`config.mk`:
```
export PLATFORM = sky130hd
export DESIGN_NAME = iob_fifo_sync_asym
export DESIGN_NICKNAME = d
export VERILOG_FILES = /design/src/rtl/iob_fifo_sync_asym.sv
export SDC_FILE = /design/constraint.sdc
export NUM_CORES = 1
export LEC_CHECK = 0
export CAP_MARGIN = 20
export CORE_ASPECT_RATIO = 1.75
export CORE_MARGIN = 5
export CORE_UTILIZATION = 32
export DETAILED_ROUTE_END_ITERATION = 12
export PLACE_DENSITY = 0.88
export SYNTH_ARGS = -nofsm -noshare
export SYNTH_HDL_FRONTEND = slang
export SYNTH_SLANG_ARGS = --single-unit
```
`constraint.sdc`:
```
create_clock -name clk_i -period 5.55 [get_ports clk_i]
set_clock_uncertainty 0.05 [all_clocks]
set_input_delay 0.555 -clock clk_i [delete_from_list [all_inputs] [get_ports clk_i]]
set_output_delay 0.555 -clock clk_i [all_outputs]
set_load 0.01 [all_outputs]
```
`src/rtl/iob_fifo_sync_asym.sv`:
```
// Synchronous FIFO with independent write/read widths, backed by R external
// MINDATA_W-wide two-port RAM banks with 1-cycle synchronous read.
module iob_fifo_sync_asym #(
  parameter int W_DATA_W = 8,
  parameter int R_DATA_W = 32,
  parameter int ADDR_W   = 4,
  localparam int MAXDATA_W = (W_DATA_W > R_DATA_W) ? W_DATA_W : R_DATA_W,
  localparam int MINDATA_W = (W_DATA_W > R_DATA_W) ? R_DATA_W : W_DATA_W,
  localparam int R         = MAXDATA_W / MINDATA_W,
  localparam int LOG2R     = $clog2(R),
  localparam int MINADDR_W = ADDR_W - LOG2R,
  localparam int W_ADDR_W  = (W_DATA_W == MAXDATA_W) ? MINADDR_W : ADDR_W,
  localparam int R_ADDR_W  = (R_DATA_W == MAXDATA_W) ? MINADDR_W : ADDR_W
) (
  input  logic                      clk_i,
  input  logic                      arst_i,
  input  logic                      rst_i,
  input  logic                      w_en_i,
  input  logic [W_DATA_W-1:0]       w_data_i,
  output logic                      w_full_o,
  input  logic                      r_en_i,
  output logic [R_DATA_W-1:0]       r_data_o,
  output logic                      r_empty_o,
  output logic [ADDR_W:0]           level_o,
  output logic [R-1:0]              ext_mem_w_en_o,
  output logic [MINADDR_W*R-1:0]    ext_mem_w_addr_o,
  output logic [MINDATA_W*R-1:0]    ext_mem_w_data_o,
  output logic                      ext_mem_r_en_o,
  output logic [MINADDR_W*R-1:0]    ext_mem_r_addr_o,
  input  logic [MINDATA_W*R-1:0]    ext_mem_r_data_i
);

  localparam int WINC = W_DATA_W / MINDATA_W;
  localparam int RINC = R_DATA_W / MINDATA_W;
  localparam logic [ADDR_W:0] WINC_L  = (ADDR_W+1)'(WINC);
  localparam logic [ADDR_W:0] RINC_L  = (ADDR_W+1)'(RINC);
  localparam logic [ADDR_W:0] FULL_TH = (ADDR_W+1)'((1 << ADDR_W) - WINC);

  logic [W_ADDR_W-1:0] wptr_q, wptr_d;
  logic [R_ADDR_W-1:0] rptr_q, rptr_d;
  logic [ADDR_W:0]     level_q, level_d;
  logic                full_q, full_d;
  logic                empty_q, empty_d;
  logic                w_acc, r_acc;

  // Reset of either kind also suppresses RAM enables so nothing leaks out.
  assign w_acc = w_en_i & ~full_q  & ~rst_i & ~arst_i;
  assign r_acc = r_en_i & ~empty_q & ~rst_i & ~arst_i;

  always_comb begin
    level_d = level_q;
    if (w_acc) level_d = level_d + WINC_L;
    if (r_acc) level_d = level_d - RINC_L;
    wptr_d  = w_acc ? wptr_q + W_ADDR_W'(1) : wptr_q;
    rptr_d  = r_acc ? rptr_q + R_ADDR_W'(1) : rptr_q;
    full_d  = level_d > FULL_TH;
    empty_d = level_d < RINC_L;
  end

  always_ff @(posedge clk_i or posedge arst_i) begin
    if (arst_i) begin
      wptr_q  <= '0;
      rptr_q  <= '0;
      level_q <= '0;
      full_q  <= 1'b0;
      empty_q <= 1'b1;
    end else if (rst_i) begin
      wptr_q  <= '0;
      rptr_q  <= '0;
      level_q <= '0;
      full_q  <= 1'b0;
      empty_q <= 1'b1;
    end else begin
      wptr_q  <= wptr_d;
      rptr_q  <= rptr_d;
      level_q <= level_d;
      full_q  <= full_d;
      empty_q <= empty_d;
    end
  end

  assign w_full_o       = full_q;
  assign r_empty_o      = empty_q;
  assign level_o        = level_q;
  assign ext_mem_r_en_o = r_acc;

  if (W_DATA_W < R_DATA_W) begin : g_wnarrow
    // Narrow writes scatter round-robin across banks; wide reads gather a row.
    logic [LOG2R-1:0]     wbank;
    logic [MINADDR_W-1:0] wrow;
    assign wbank = wptr_q[LOG2R-1:0];
    assign wrow  = wptr_q[ADDR_W-1:LOG2R];
    for (genvar p = 0; p < R; p++) begin : g_bank
      assign ext_mem_w_en_o[p]                                = w_acc & (wbank == LOG2R'(p));
      assign ext_mem_w_addr_o[p*MINADDR_W +: MINADDR_W]       = wrow;
      assign ext_mem_w_data_o[p*MINDATA_W +: MINDATA_W]       = w_data_i;
      assign ext_mem_r_addr_o[p*MINADDR_W +: MINADDR_W]       = rptr_q;
    end
    assign r_data_o = ext_mem_r_data_i;
  end else if (W_DATA_W > R_DATA_W) begin : g_rnarrow
    // Wide writes fill a whole row; the lane register picks the narrow word
    // out of the row the RAM returns one cycle later.
    logic [LOG2R-1:0] lane_q;
    always_ff @(posedge clk_i or posedge arst_i) begin
      if (arst_i)     lane_q <= '0;
      else if (rst_i) lane_q <= '0;
      else if (r_acc) lane_q <= rptr_q[LOG2R-1:0];
    end
    for (genvar p = 0; p < R; p++) begin : g_bank
      assign ext_mem_w_en_o[p]                                = w_acc;
      assign ext_mem_w_addr_o[p*MINADDR_W +: MINADDR_W]       = wptr_q;
      assign ext_mem_w_data_o[p*MINDATA_W +: MINDATA_W]       = w_data_i[p*MINDATA_W +: MINDATA_W];
      assign ext_mem_r_addr_o[p*MINADDR_W +: MINADDR_W]       = rptr_q[ADDR_W-1:LOG2R];
    end
    assign r_data_o = ext_mem_r_data_i[lane_q*MINDATA_W +: MINDATA_W];
  end else begin : g_equal
    assign ext_mem_w_en_o   = w_acc;
    assign ext_mem_w_addr_o = wptr_q;
    assign ext_mem_w_data_o = w_data_i;
    assign ext_mem_r_addr_o = rptr_q;
    assign r_data_o         = ext_mem_r_data_i;
  end

endmodule

```
* After elaboration in Yosys (flattened, before gate mapping) *
Index checks and enable logic that the tools add are counted.

storage, ports and cells
  bits of input ports = 45
  output and inout bits = 92
  register bits after elaboration = 13
  word-level logic and storage cells = 40

cells by class
  order comparisons = 2
  reductions and logical operators = 3
  muxes and demuxes = 9
  bitwise gates (word level) = 14
  $add $sub $neg = 4
  equality and inequality tests = 3

operator list
  kind                                                         number
  2-to-1 mux 5 bit                                             3
  AND 1 bit                                                    10
  2-to-1 mux 4 bit                                             2
  adder 5 x 1 -> 5 bit (second input constant)                 1
  > comparator 5 x 4 -> 1 bit (second input constant)          1
  less-than comparator 5 x 3 -> 1 bit (second input constant)  1
  subtractor 5 x 3 -> 5 bit (second input constant)            1
  adder 4 x 1 -> 4 bit (second input constant)                 1
  == test 2 bit (second input constant)                        2
  2-to-1 mux 2 bit                                             2
  inverter 1 bit                                               4
  nonzero test 2 bit                                           2
  adder 2 x 1 -> 2 bit (second input constant)                 1
  == test 2 x 1 -> 1 bit (second input constant)               1
  zero test 2 bit                                              1
  2-to-1 mux 1 bit                                             2

* Logic depth before layout (Yosys ltp) *
Gate-level depths: netlist (run 1).

  depth in word-level cells = 9
  gate-level depth with buffers = 8
  gate-level depth less buffers = 8

* Least setup slack after synthesis (run 1) *
OpenSTA, ideal clock, no wires.

  kind = input to register
  start = in arst_i
  end = reg empty_q, in the netlist r_empty_o
  setup slack = 3.336 ns
  setup time = 0.076 ns
  data required time = 5.424 ns
  stages on the path = 8
  buffers on the path = 0
  data arrival time = 2.088 ns
  cell sequence = nor4b_4 > nand2_1 > xor2_1 > ha_1 > nand2_2 > xnor2_2 > mux2_4 > a31oi_2

between the ends
  cells in the longest elaborated chain, start to end = 7
  elaborated cells between the ends (all ways) = 8
  those cells by class = 1 x add/sub; 1 x order compare; 3 x mux; 3 x bitwise

RTL lines
  item                                     line    text
  start, declared                          16      input logic arst_i,
  inverter 1 bit (*)                       47, 48
  AND 1 bit                                47      assign w_acc = w_en_i & ~full_q & ~rst_i & ~arst_i;
  2-to-1 mux 5 bit                         52      if (w_acc) level_d = level_d + WINC_L;
  subtractor 5 x 3 -> 5 bit                53      if (r_acc) level_d = level_d - RINC_L;
  2-to-1 mux 5 bit (*)                     53
  less-than comparator 5 x 3 -> 1 bit (*)  57      empty_d = level_d < RINC_L;
  2-to-1 mux 1 bit (*)                     67      end else if (rst_i) begin
  end signal, assigned                     78      empty_q <= empty_d;
  end, declared                            43      logic empty_q, empty_d;

Mark *: on every way between the ends. The rest lies on a longest branch, timed or not.
A chain may end at the register's enable or synchronous reset.

* Final worst setup path (run 1) *
  start = in rst_i
  end = out ext_mem_w_en_o[3]

between the ends
  cells in the longest elaborated chain, start to end = 4

RTL lines
  item                     line  text
  start, declared          17    input logic rst_i,
  inverter 1 bit           47
  AND 1 bit (2 in series)  47
  AND 1 bit                94    assign ext_mem_w_en_o[p] = w_acc & (wbank == LOG2R'(p));
  end, declared            25    output logic [R-1:0] ext_mem_w_en_o,

No other way between the ends.

==> metrics list, run 1 <==
* Worst-case hold slack: 541 ps
* Capture point of the worst reg-to-reg path: r_empty_o$_DFF_PP1_
* Vias/cell: 4.45
- Flop2flop setup slack: 2990 ps
* Total vias in the final route: 659
- Post-synthesis area per instance: 9.38 um2
- Including well taps, the total number of placed cells is 144.
* Number of global-route vias before repair: 696
* Final antenna diode count: 0
- FF+latch count, synth: 13
- Number of max-cap violations: 0
* Number of primary I/O pins: 137
* Hold buffers post-CTS: 0
- CTS built an H-tree with a depth of 1.
- Peak Freq: 0.304 GHz
- For the worst setup path, the data arrival time is 2690 ps.
- Final Hold Viols: 0
- Number of iterations in the first detailed-routing pass: 2
- Gate count of the mapped netlist: 143
* Chip Height: 95.6 um
* Worst setup path class: in2out
- The floorplan has 31 rows.
* Async SR Flop Fraction: 100%
* Grt ovf: 0
- The synthesized netlist contains 24 unique library cells.
- Initial cell density of the core: 32.6%
- Of all nets on the critical path, the largest fanout is 14.
* Total setup buffers inserted after CTS: 0
- In the final routed layout, each cell accounts on average for 14.8 um.
- TritonCTS built the clock tree.
- In this run the worst setup path terminates at ext_mem_w_en_o[3].
- For this run, the post-layout net count is 151.
- DRT antenna net count: 0
- CP Launch Point: rst_i
- Ys flop type: dfrtp_1
- Count of buffers inserted at the top-level ports: 32
- FF-to-FF Start: w_full_o$_DFF_PP0_
- Number of violations reported at the end of detailed-routing iteration 0: 11
- Sequential share of the synthesized area: 24.3%
- Area grow syn2layout: -12.5%
- For the worst setup path, the data required time is 4950 ps.
- The number of clock buffers added by TritonCTS is 3.
- Setup violations remaining at the end of the flow were counted as 0.
* Crit path capture type: output port
* Status: finished clean
- The floorplan step defined a die boundary enclosing 5640 um2.
* Placed standard-cell area: 1130 um2
- CTS Sinks: 13
- Subtracting the final worst setup slack from the clock period gives 3290 ps.
* Post-layout instance count excluding filler cells: 148
* Nature of the critical path startpoint: input port
- In this run the power density over the cells is 170 nW/um2.
- Fraction of final layout cells sized beyond drive strength 1: 14.1%
- After detailed routing, the number of remaining DRC violations is 0.
* Detailed placement HPWL: 1760 um
- Total power after layout: 0.000199 W
- For the pin with the worst max-slew slack, the measured transition is 621 ps.
- The synthesized netlist occupies a cell area of 1340 um2.
* Leakage power of the design: 0.489 nW
- Accumulated negative setup slack: 0 ps
- The layout has 439 filler cells.
* Setup repair after global routing missed its margin: no
* GRT Total Usage: 8.24%
* Reg2Reg Depth: 8
* Final WL: 2190 um
- Syn. warnings: 0
- After routing the design area is 1170 um2.
- Min-Delay Startpoint: rptr_q[0]$_DFFE_PP0P_
- Pin count of the biggest net entering global routing: 15
- When the netlist entered floorplanning its net count stood at 194.
- Number of antenna violations at the first check in global routing: 0
- Worst hold path type: reg2reg
- The later pin in the worst-skew pair is clocked with a latency of 240 ps.
- After clock tree synthesis, the repair step resized 0 gates.
- Die X: 58.9 um
- At the end of routability-driven placement, the weighted congestion stood at 0.714.
- The region available for standard cell placement spans 4110 um2.
- Clk Tree Root Cell: clkbuf_8
- Global-route wire length before repair: 3450 um
- Worst ir drop on vdd: 104 uV
- Final Slew Violations: 0
- Worst slew margin relative to its limit: 58.4%
* Clock transition time at the flip-flop clock pins of the worst setup and hold paths: 50 ps
- Dividing the final minimum period by the clock period gives 59.3%.
- In this run, synthesis inferred 0 flip-flops with an integrated enable.
- In this run the deepest clock path goes through 2 buffers.
routing by layer:
metal | up-vias | routed length [um] | global-route usage [%]
met3 | 32 | 376 | 4.20
met2 | 46 | 956 | 12.3
met5 | - | 0 | 0
li1 | 287 | - | -
met1 | 294 | 658 | 7.15
met4 | 0 | 200 | 9.64
logic make-up after synthesis:
kind of cell	count (synthesis)	synth area share (%)
AO/OA/AOI/OAI	3	2.05
XOR/XNOR	7	5.13
adder cells (fa/ha/maj)	6	5.60
buffers and inverters	84	45.5
flip-flops	13	24.3
multiplexers	6	5.13
AND/OR/NAND/NOR	24	12.2
cell usage in the layout (no fill, tap or decap):
| master | Yosys | routed |
|---|---|---|
| clkdlybuf4s50_1 | 0 | 32 |
| dfrtp_1 | 12 | 12 |
| nor2_1 | 7 | 7 |
| ha_1 | 6 | 6 |
| xor2_1 | 5 | 5 |
| inv_1 | 4 | 4 |
| nand2_1 | 4 | 4 |
| and2_1 | 4 | 4 |
| mux2_2 | 3 | 3 |
| clkbuf_8 | 0 | 3 |
| nor4b_4 | 2 | 2 |
| mux2i_1 | 2 | 2 |
| nand4_1 | 2 | 2 |
| nand3b_1 | 2 | 2 |
| o31ai_1 | 1 | 1 |
| xnor2_1 | 1 | 1 |
| and2b_1 | 1 | 1 |
| a211oi_1 | 1 | 1 |
| and4_1 | 1 | 1 |
| nand2_2 | 1 | 1 |
| xnor2_2 | 1 | 1 |
| mux2_4 | 1 | 1 |
| a31oi_2 | 1 | 1 |
| clkinv_2 | 0 | 1 |
| dfstp_2 | 1 | 1 |
sequential cells by signal (all words and copies together), names as in the netlist:
register / count
w_full_o: 1
r_empty_o: 1
level_o: 5
wptr_q: 4
rptr_q: 2
report_power, final:
| group | switching (W) | internal, W |
|---|---|---|
| clock network | 0.0000325 | 0.0000495 |
| logic | 0.00000946 | 0.00000899 |
| registers | 0.00000223 | 0.0000966 |
cells in the mapped netlist (2+ instances only):
library cell | instances | share of area [%]
nor4b_4 | 2 | 3.5
and2_1 | 4 | 1.9
inv_1 | 4 | 1.1
nand2_1 | 4 | 1.1
mux2_2 | 3 | 2.5
nand4_1 | 2 | 0.93
xor2_1 | 5 | 3.3
mux2i_1 | 2 | 1.5
buf_4 | 78 | 44
nor2_1 | 7 | 2.0
ha_1 | 6 | 5.6
buf_2 | 2 | 0.75
dfrtp_1 | 12 | 22
nand3b_1 | 2 | 1.1
final cells by class:
class	count	area (um2)	area share [%]
clock buffers	3	41.3	3.52
clock inverters	1	5.00	0.426
inverters	4	15.0	1.28
multi-input cells	46	404	34.4
flip-flops and latches	13	327	27.8
well taps	49	61.3	5.22
repair buffers	32	320	27.3
per-stage QoR:
stage | utilization (%) | setup WS, ps
2_1_floorplan | - | 3340
3_3_place_gp | 27.4 | 2230
3_5_place_dp | 27.4 | 2080
4_1_cts | 28.5 | 2230
5_1_grt | 28.5 | 2040
6_report | 28.5 | 2260
worst min-delay path by stage:
| stage | cells past startpoint | slack, ps | endpoint |
|---|---|---|---|
| floorplan | 1 | 380 | level_o[0]$_DFF_PP0_ |
| global placement | 1 | 540 | rptr_q[0]$_DFFE_PP0P_ |
| detailed placement | 1 | 540 | rptr_q[0]$_DFFE_PP0P_ |
| CTS | 1 | 550 | rptr_q[0]$_DFFE_PP0P_ |
| global route | 1 | 570 | level_o[0]$_DFF_PP0_ |
| finish | 1 | 540 | rptr_q[0]$_DFFE_PP0P_ |
critical path: stages:
cell             delay [ps]
clkdlybuf4s50_1         680
nor4b_4                 660
and2_1                  250
clkdlybuf4s50_1         550
(Power assumes the default switching activity.)
==> inputs of run 2 (changes only) <==
- CORE_UTILIZATION: 32 -> 27
- PLACE_DENSITY: 0.88 -> 0.79
- clock period: 5.55 -> 2.95 ns (I/O delays scaled with it)
==> run 2 against run 1 <==
  * Final area rose by 2.3%
  * Combinational power rose by 96%
  * Sequential cell count did not move
==> metrics list, run 2 (same netlist as run 1, synthesis figures left out) <==
- Overall die area: 6530 um2
- The die is 63.3 um wide.
- GRT Total Usage: 6.81%
* Crit path max fanout: 11
- Data arrives at the worst endpoint at 2120 ps.
- Net load switching power: 0.0000860 W
- The die is 103 um tall.
- After detailed routing, the number of remaining DRC violations is 0.
* Placer Congestion: 0.710
- # setup viols final: 0
* CTS Sinks: 13
* Number of flip-flops in the largest register: 5
- Hold buffers post-CTS: 0
* Number of antenna violations at the first check in global routing: 0
* Number of primary I/O pins: 137
- Data required time of the critical path: 2610 ps
- The number of antenna diodes in the final layout is 0.
* Proportion of power drawn by flip-flops and latches: 48.8%
- Entering global routing, the biggest net connects 14 pins.
- Buffers added to address setup during post-CTS repair amount to 0.
- Accumulated negative setup slack: 0 ps
- Worst setup path class: in2out
- The run finished with clean final reports.
- Transition time of the tightest slew-check pin: 505 ps
- Most frequent cells in the layout: clkdlybuf4s50_1, dfrtp_1, nor2_1, ha_1, xor2_1
* Final #Nets: 154
- Summed over all cells, the static leakage comes to 0.501 nW.
* Clock transition time at the flip-flop clock pins of the worst setup and hold paths: 60 ps
* Sw Share: 22.5%
- For this run the aggregate overflow at the end of global routing stands at 0.
* Initial cell density of the core: 27.4%
- Final Hold Viols: 0
* Nature of the critical path startpoint: input port
- Fill cells in the final layout number 508.
- Core area: 4890 um2
- Clock share of power: 41.8%
* Crit path capture type: output port
- The wire-length estimate of the detail-placed layout is 1700 um.
- CTS tree: built
- Setup repair after global routing missed its margin: no
- VDD sags by at most 209 uV.
- For this block, the routed nets add up to 2170 um of wire.
- Share of power burned in combinational logic: 9.5%
* Total vias in the final route: 650
- The count of buffers added on input and output ports is 32.
- Area grow syn2layout: -10.4%
* Fraction of the cycle the final worst path needs: 83.6%
- Final Slew Violations: 0
* Peak Freq: 0.406 GHz
- For this run, the detailed router's first-pass iteration total came to 3.
- The first global-routing pass estimated 3420 um of wire.
- Later-pin clock latency in the skew report: 240 ps
- The internal portion of the total power is 0.000295 W.
* Clk Tree Root Cell: clkbuf_8
- Standard-cell row count: 34
* Number of violations reported at the end of detailed-routing iteration 0: 16
- Vias/cell: 4.17
* Number of max-cap violations: 0
* Number of buffers created by CTS: 3
- In this run, post-CTS repair resized a total of 0 instances.
- The longest clock path from root to sink contains 2 buffers.
- DRT antenna net count: 0
- Cells with a size suffix above 1 make up 15.7% of the layout.
- The worst pin sits at a relative slew slack of 66.3%.
* Final critical path time including I/O delays and setup: 2470 ps
- PwrDens: 318 nW/um2
- After detailed routing, the average wire length per cell comes to 13.9 um.
* Most common cell after layout, fill and taps aside: clkdlybuf4s50_1
* Number of global-route vias before repair: 690
* Clock H-tree levels: 1
* Worst-case hold slack: 511 ps
* Worst hold path type: in2async
## run 2: cell type report
cell class | instances | area (um2) | area share [%]
clock buffer | 4 | 45.0 | 3.75
tap | 54 | 67.6 | 5.63
timing repair buffer | 35 | 343 | 28.5
multi-input combinational | 46 | 404 | 33.6
sequential | 13 | 327 | 27.2
inverter | 4 | 15.0 | 1.25
## run 2: power by group through the flow
| stage | combinational [W] | clock [W] | sequential, W |
|---|---|---|---|
| 3_3_place_gp | 0.0000374 | 0 | 0.000189 |
| 6_report | 0.0000362 | 0.000159 | 0.000186 |
| 4_1_cts | 0.0000377 | 0.000167 | 0.000186 |
| 5_1_grt | 0.0000407 | 0.000175 | 0.000187 |
| 2_1_floorplan | 0.000108 | 0 | 0.000189 |
| 3_5_place_dp | 0.0000376 | 0 | 0.000189 |
## run 2: final timing paths
check | startpoint | end | slack, ps | cells past startpoint
hold / removal | arst_i | w_full_o$_DFF_PP0_ | 510 | 2
max in group asynchronous | arst_i | r_empty_o$_DFF_PP1_ | 1980 | 2
setup reg to reg | w_full_o$_DFF_PP0_ | r_empty_o$_DFF_PP1_ | 720 | 8
min in group clk_i | rptr_q[0]$_DFFE_PP0P_ | rptr_q[0]$_DFFE_PP0P_ | 530 | 1
hold reg to reg | rptr_q[0]$_DFFE_PP0P_ | rptr_q[0]$_DFFE_PP0P_ | 530 | 1
setup / recovery | arst_i | ext_mem_w_en_o[3] | 480 | 5
## run 2: layer usage
metal	GRT usage (%)	up-vias	wire, um
li1	-	290	-
met1	5.70	298	659
met2	9.88	38	933
met3	5.08	24	426
met4	7.20	0	150
met5	0	-	0
## run 2: stage by stage
| stage | power (W) | utilization, % | instance area [um2] | std cells | setup slack [ps] |
|---|---|---|---|---|---|
| 5_1_grt | 0.000403 | 24.6 | 1200 | 156 | 369 |
| 3_3_place_gp | 0.000226 | 23.6 | 1160 | 152 | 360 |
| 3_5_place_dp | 0.000227 | 23.6 | 1160 | 152 | 297 |
| 2_1_floorplan | 0.000297 | - | 1340 | 143 | 834 |
| 4_1_cts | 0.000391 | 24.6 | 1200 | 156 | 458 |
| 6_report | 0.000381 | 24.6 | 1200 | 156 | 484 |
## run 2: critical path, cell delays in order
cell             delay [ps]
clkdlybuf4s50_1         520
nor4b_4                 370
buf_4                   230
and2_1                  170
clkdlybuf4s50_1         540
==> inputs of run 3 (changes only) <==
- clock period: 2.95 -> 2.2 ns (I/O delays scaled with it)
==> run 3 against run 2 <==
  * Global-route usage down 0.34 points
  * Sequential share of layout area down 1.4 points
  * Hold slack worse by 230 ps
  * Sequential cell count unchanged
  * Critical path depth up 4
==> metrics list, run 3 (same netlist as run 1, synthesis figures left out) <==
- CTS built an H-tree with a depth of 1.
- Number of antenna violations at the first check in global routing: 0
* Number of violations reported at the end of detailed-routing iteration 0: 20
- Buffering stage count on the worst path with inverters included: 1
* Area grow syn2layout: -5.60%
* Total power after layout: 0.000520 W
- Placer Congestion: 0.673
* Transition time of the tightest slew-check pin: 491 ps
- Fillers: 498
- The run finished with clean final reports.
- For the final routed database, the setup TNS stands at 0 ps.
* Final critical path time including I/O delays and setup: 2120 ps
- Grt ovf: 0
* Final #Nets: 161
- TritonCTS built the clock tree.
- DRT antenna net count: 0
* Later-pin clock latency in the skew report: 250 ps
- Leaving out fill and tap cells, the most frequent cells in the layout are clkdlybuf4s50_1, dfrtp_1, buf_4, nor2_1.
* Worst slew margin relative to its limit: 67.2%
- Leakage power of the design: 0.599 nW
- Critical Path Max Stage Delay: 450 ps
* Nature of the critical path startpoint: input port
* Pin count of the biggest net entering global routing: 14
* # setup viols final: 0
- Global routing consumed, on the met1 layer, 5.44% of the routing resources.
* Number of primary I/O pins: 137
- For this design the ratio of total power to cell area is 410 nW/um2.
* CTS Buffer Depth: 2
- Setup repair after global routing could not meet its margin everywhere.
- For met2 alone, demand over resource in global routing was 9.25%.
* Number of iterations in the first detailed-routing pass: 2
* Global-route wire length before repair: 3220 um
- The library cell used most frequently in the layout, excluding fill and tap cells, is clkdlybuf4s50_1.
- Cells fill 25.9% of the core in the end.
- In this run, placement finished with an instance count of 154.
- Final antenna diode count: 0
- Final WL: 2160 um
* Hold buffers post-CTS: 0
- Fraction of final layout cells sized beyond drive strength 1: 22.9%
- The number of hold violations in the final report came to 0.
* Standard-cell row count: 34
- Number of max-cap violations: 0
- Count of buffers inserted at the top-level ports: 32
* Overall die area: 6530 um2
- CP cell instances: clkdlybuf4s50_1, nor4b_4, nand4_1, xor2_1, ha_2, nand2_2, xnor2_2, mux2_4, a31oi_2
- Worst setup path class: in2reg
* Critical-path cell with the highest stage delay: clkdlybuf4s50_1
- Crit-path leading delay family: simple AND/OR/NAND/NOR gates
- Once detailed placement completed, the half-perimeter wirelength came to 1710 um.
* Die X: 63.3 um
- For this run, the total global-route usage over all layers was measured as 6.47%.
* Worst hold path type: in2async
- Crit path max fanout: 3
* Worst ir drop on vdd: 332 uV
- Data on the critical path is required at its endpoint by 2330 ps.
- Number of flip-flops in the largest register: 5
* Number of global-route vias before repair: 674
* Core area: 4890 um2
- Final Slew Violations: 0
* Peak Freq: 0.471 GHz
- CTS Sinks: 13
* Data arrival at the endpoint of the critical path: 2250 ps
- STA classifies the critical path endpoint as a register.
- Most heavily used metal layer in global routing: met2
- After layout, the worst path uses 96.5% of the clock period.
- The die is 103 um tall.
- After detailed routing, the average wire length per cell comes to 13.2 um.
- DRC viols: 0
* Number of buffers created by CTS: 3
* Vias/cell: 4.12
- In this run the clock root is driven by a clkbuf_8.
- Initial cell density of the core: 27.4%
- The count of cells in the finished layout, fillers not included, comes to 163.
- Clock-pin slew was measured on the worst setup and hold paths at 60 ps.
- Met3 Usage GRT: 4.76%
- Total vias in the final route: 672
## run 3: changes by cell type in the layout (fill, tap and decap cells not counted)
| cell | delta |
|---|---|
| ha_1 | -1 |
| clkdlybuf4s50_1 | -5 |
| dlygate4sd2_1 | +2 |
| clkbuf_1 | -1 |
| buf_6 | +1 |
| buf_4 | +6 |
| dlymetal6s2s_1 | +3 |
| clkinv_2 | +1 |
| ha_2 | +1 |
## run 3: where the power goes
part	leakage [nW]	internal, W	total, W	switching (W)
Combinational	0.397	0.0000287	0.0000540	0.0000253
Clock	0.0255	0.000125	0.000216	0.0000910
Sequential	0.176	0.000244	0.000249	0.00000573
## run 3: metrics by stage
step	hold WS [ps]	area [um2]	setup WS, ps
final	277	1270	77.8
after global routing	341	1270	-44.2
after CTS	315	1230	20.5
after detailed placement	390	1170	-287
after global placement	390	1170	-224
after floorplan	46.2	1340	83.7
## run 3: layer usage
metal	routed length [um]	vias to the layer above
met1	674	302
met5	0	-
met3	424	26
met4	150	0
li1	-	306
met2	907	38
## run 3: path summary, 6_finish.rpt
| path | from | endpoint | slack [ps] | cells after the start |
|---|---|---|---|---|
| min in group clk_i | ext_mem_r_data_i[24] | r_data_o[24] | 390 | 0 |
| worst min-delay path | arst_i | w_full_o$_DFF_PP0_ | 280 | 3 |
| worst min register to register | rptr_q[0]$_DFFE_PP0P_ | rptr_q[0]$_DFFE_PP0P_ | 530 | 1 |
| worst max-delay path | rst_i | r_empty_o$_DFF_PP1_ | 80 | 9 |
| worst max register to register | w_full_o$_DFF_PP0_ | r_empty_o$_DFF_PP1_ | 90 | 8 |
| max in group asynchronous | arst_i | r_empty_o$_DFF_PP1_ | 1470 | 3 |
## run 3: what timing repair did
item / 4_1_cts / 5_1_grt
gates resized for setup: 3 / 4
endpoints found under the setup margin: 5 / 5
pin swaps: 1 / 0
buffers inserted: 1 / 4
cloned: 0 / 0
## run 3: worst reg2reg max path, stage by stage (launching register included)
cell and delay, ps:
dfrtp_1 400, nor4b_4 320, nand4_1 140, xor2_1 200
ha_2 210, nand2_2 60, xnor2_2 180, mux2_4 330
a31oi_2 140
## run 3: cell type report
cell class	count	area (um2)	share of cell area, %
clock buffer	3	41.3	3.26
multi-input combinational	46	407	32.1
tap	54	67.6	5.34
inverter	4	15.0	1.19
timing repair buffer	42	404	31.9
clock inverter	1	5.00	0.395
sequential	13	327	25.8
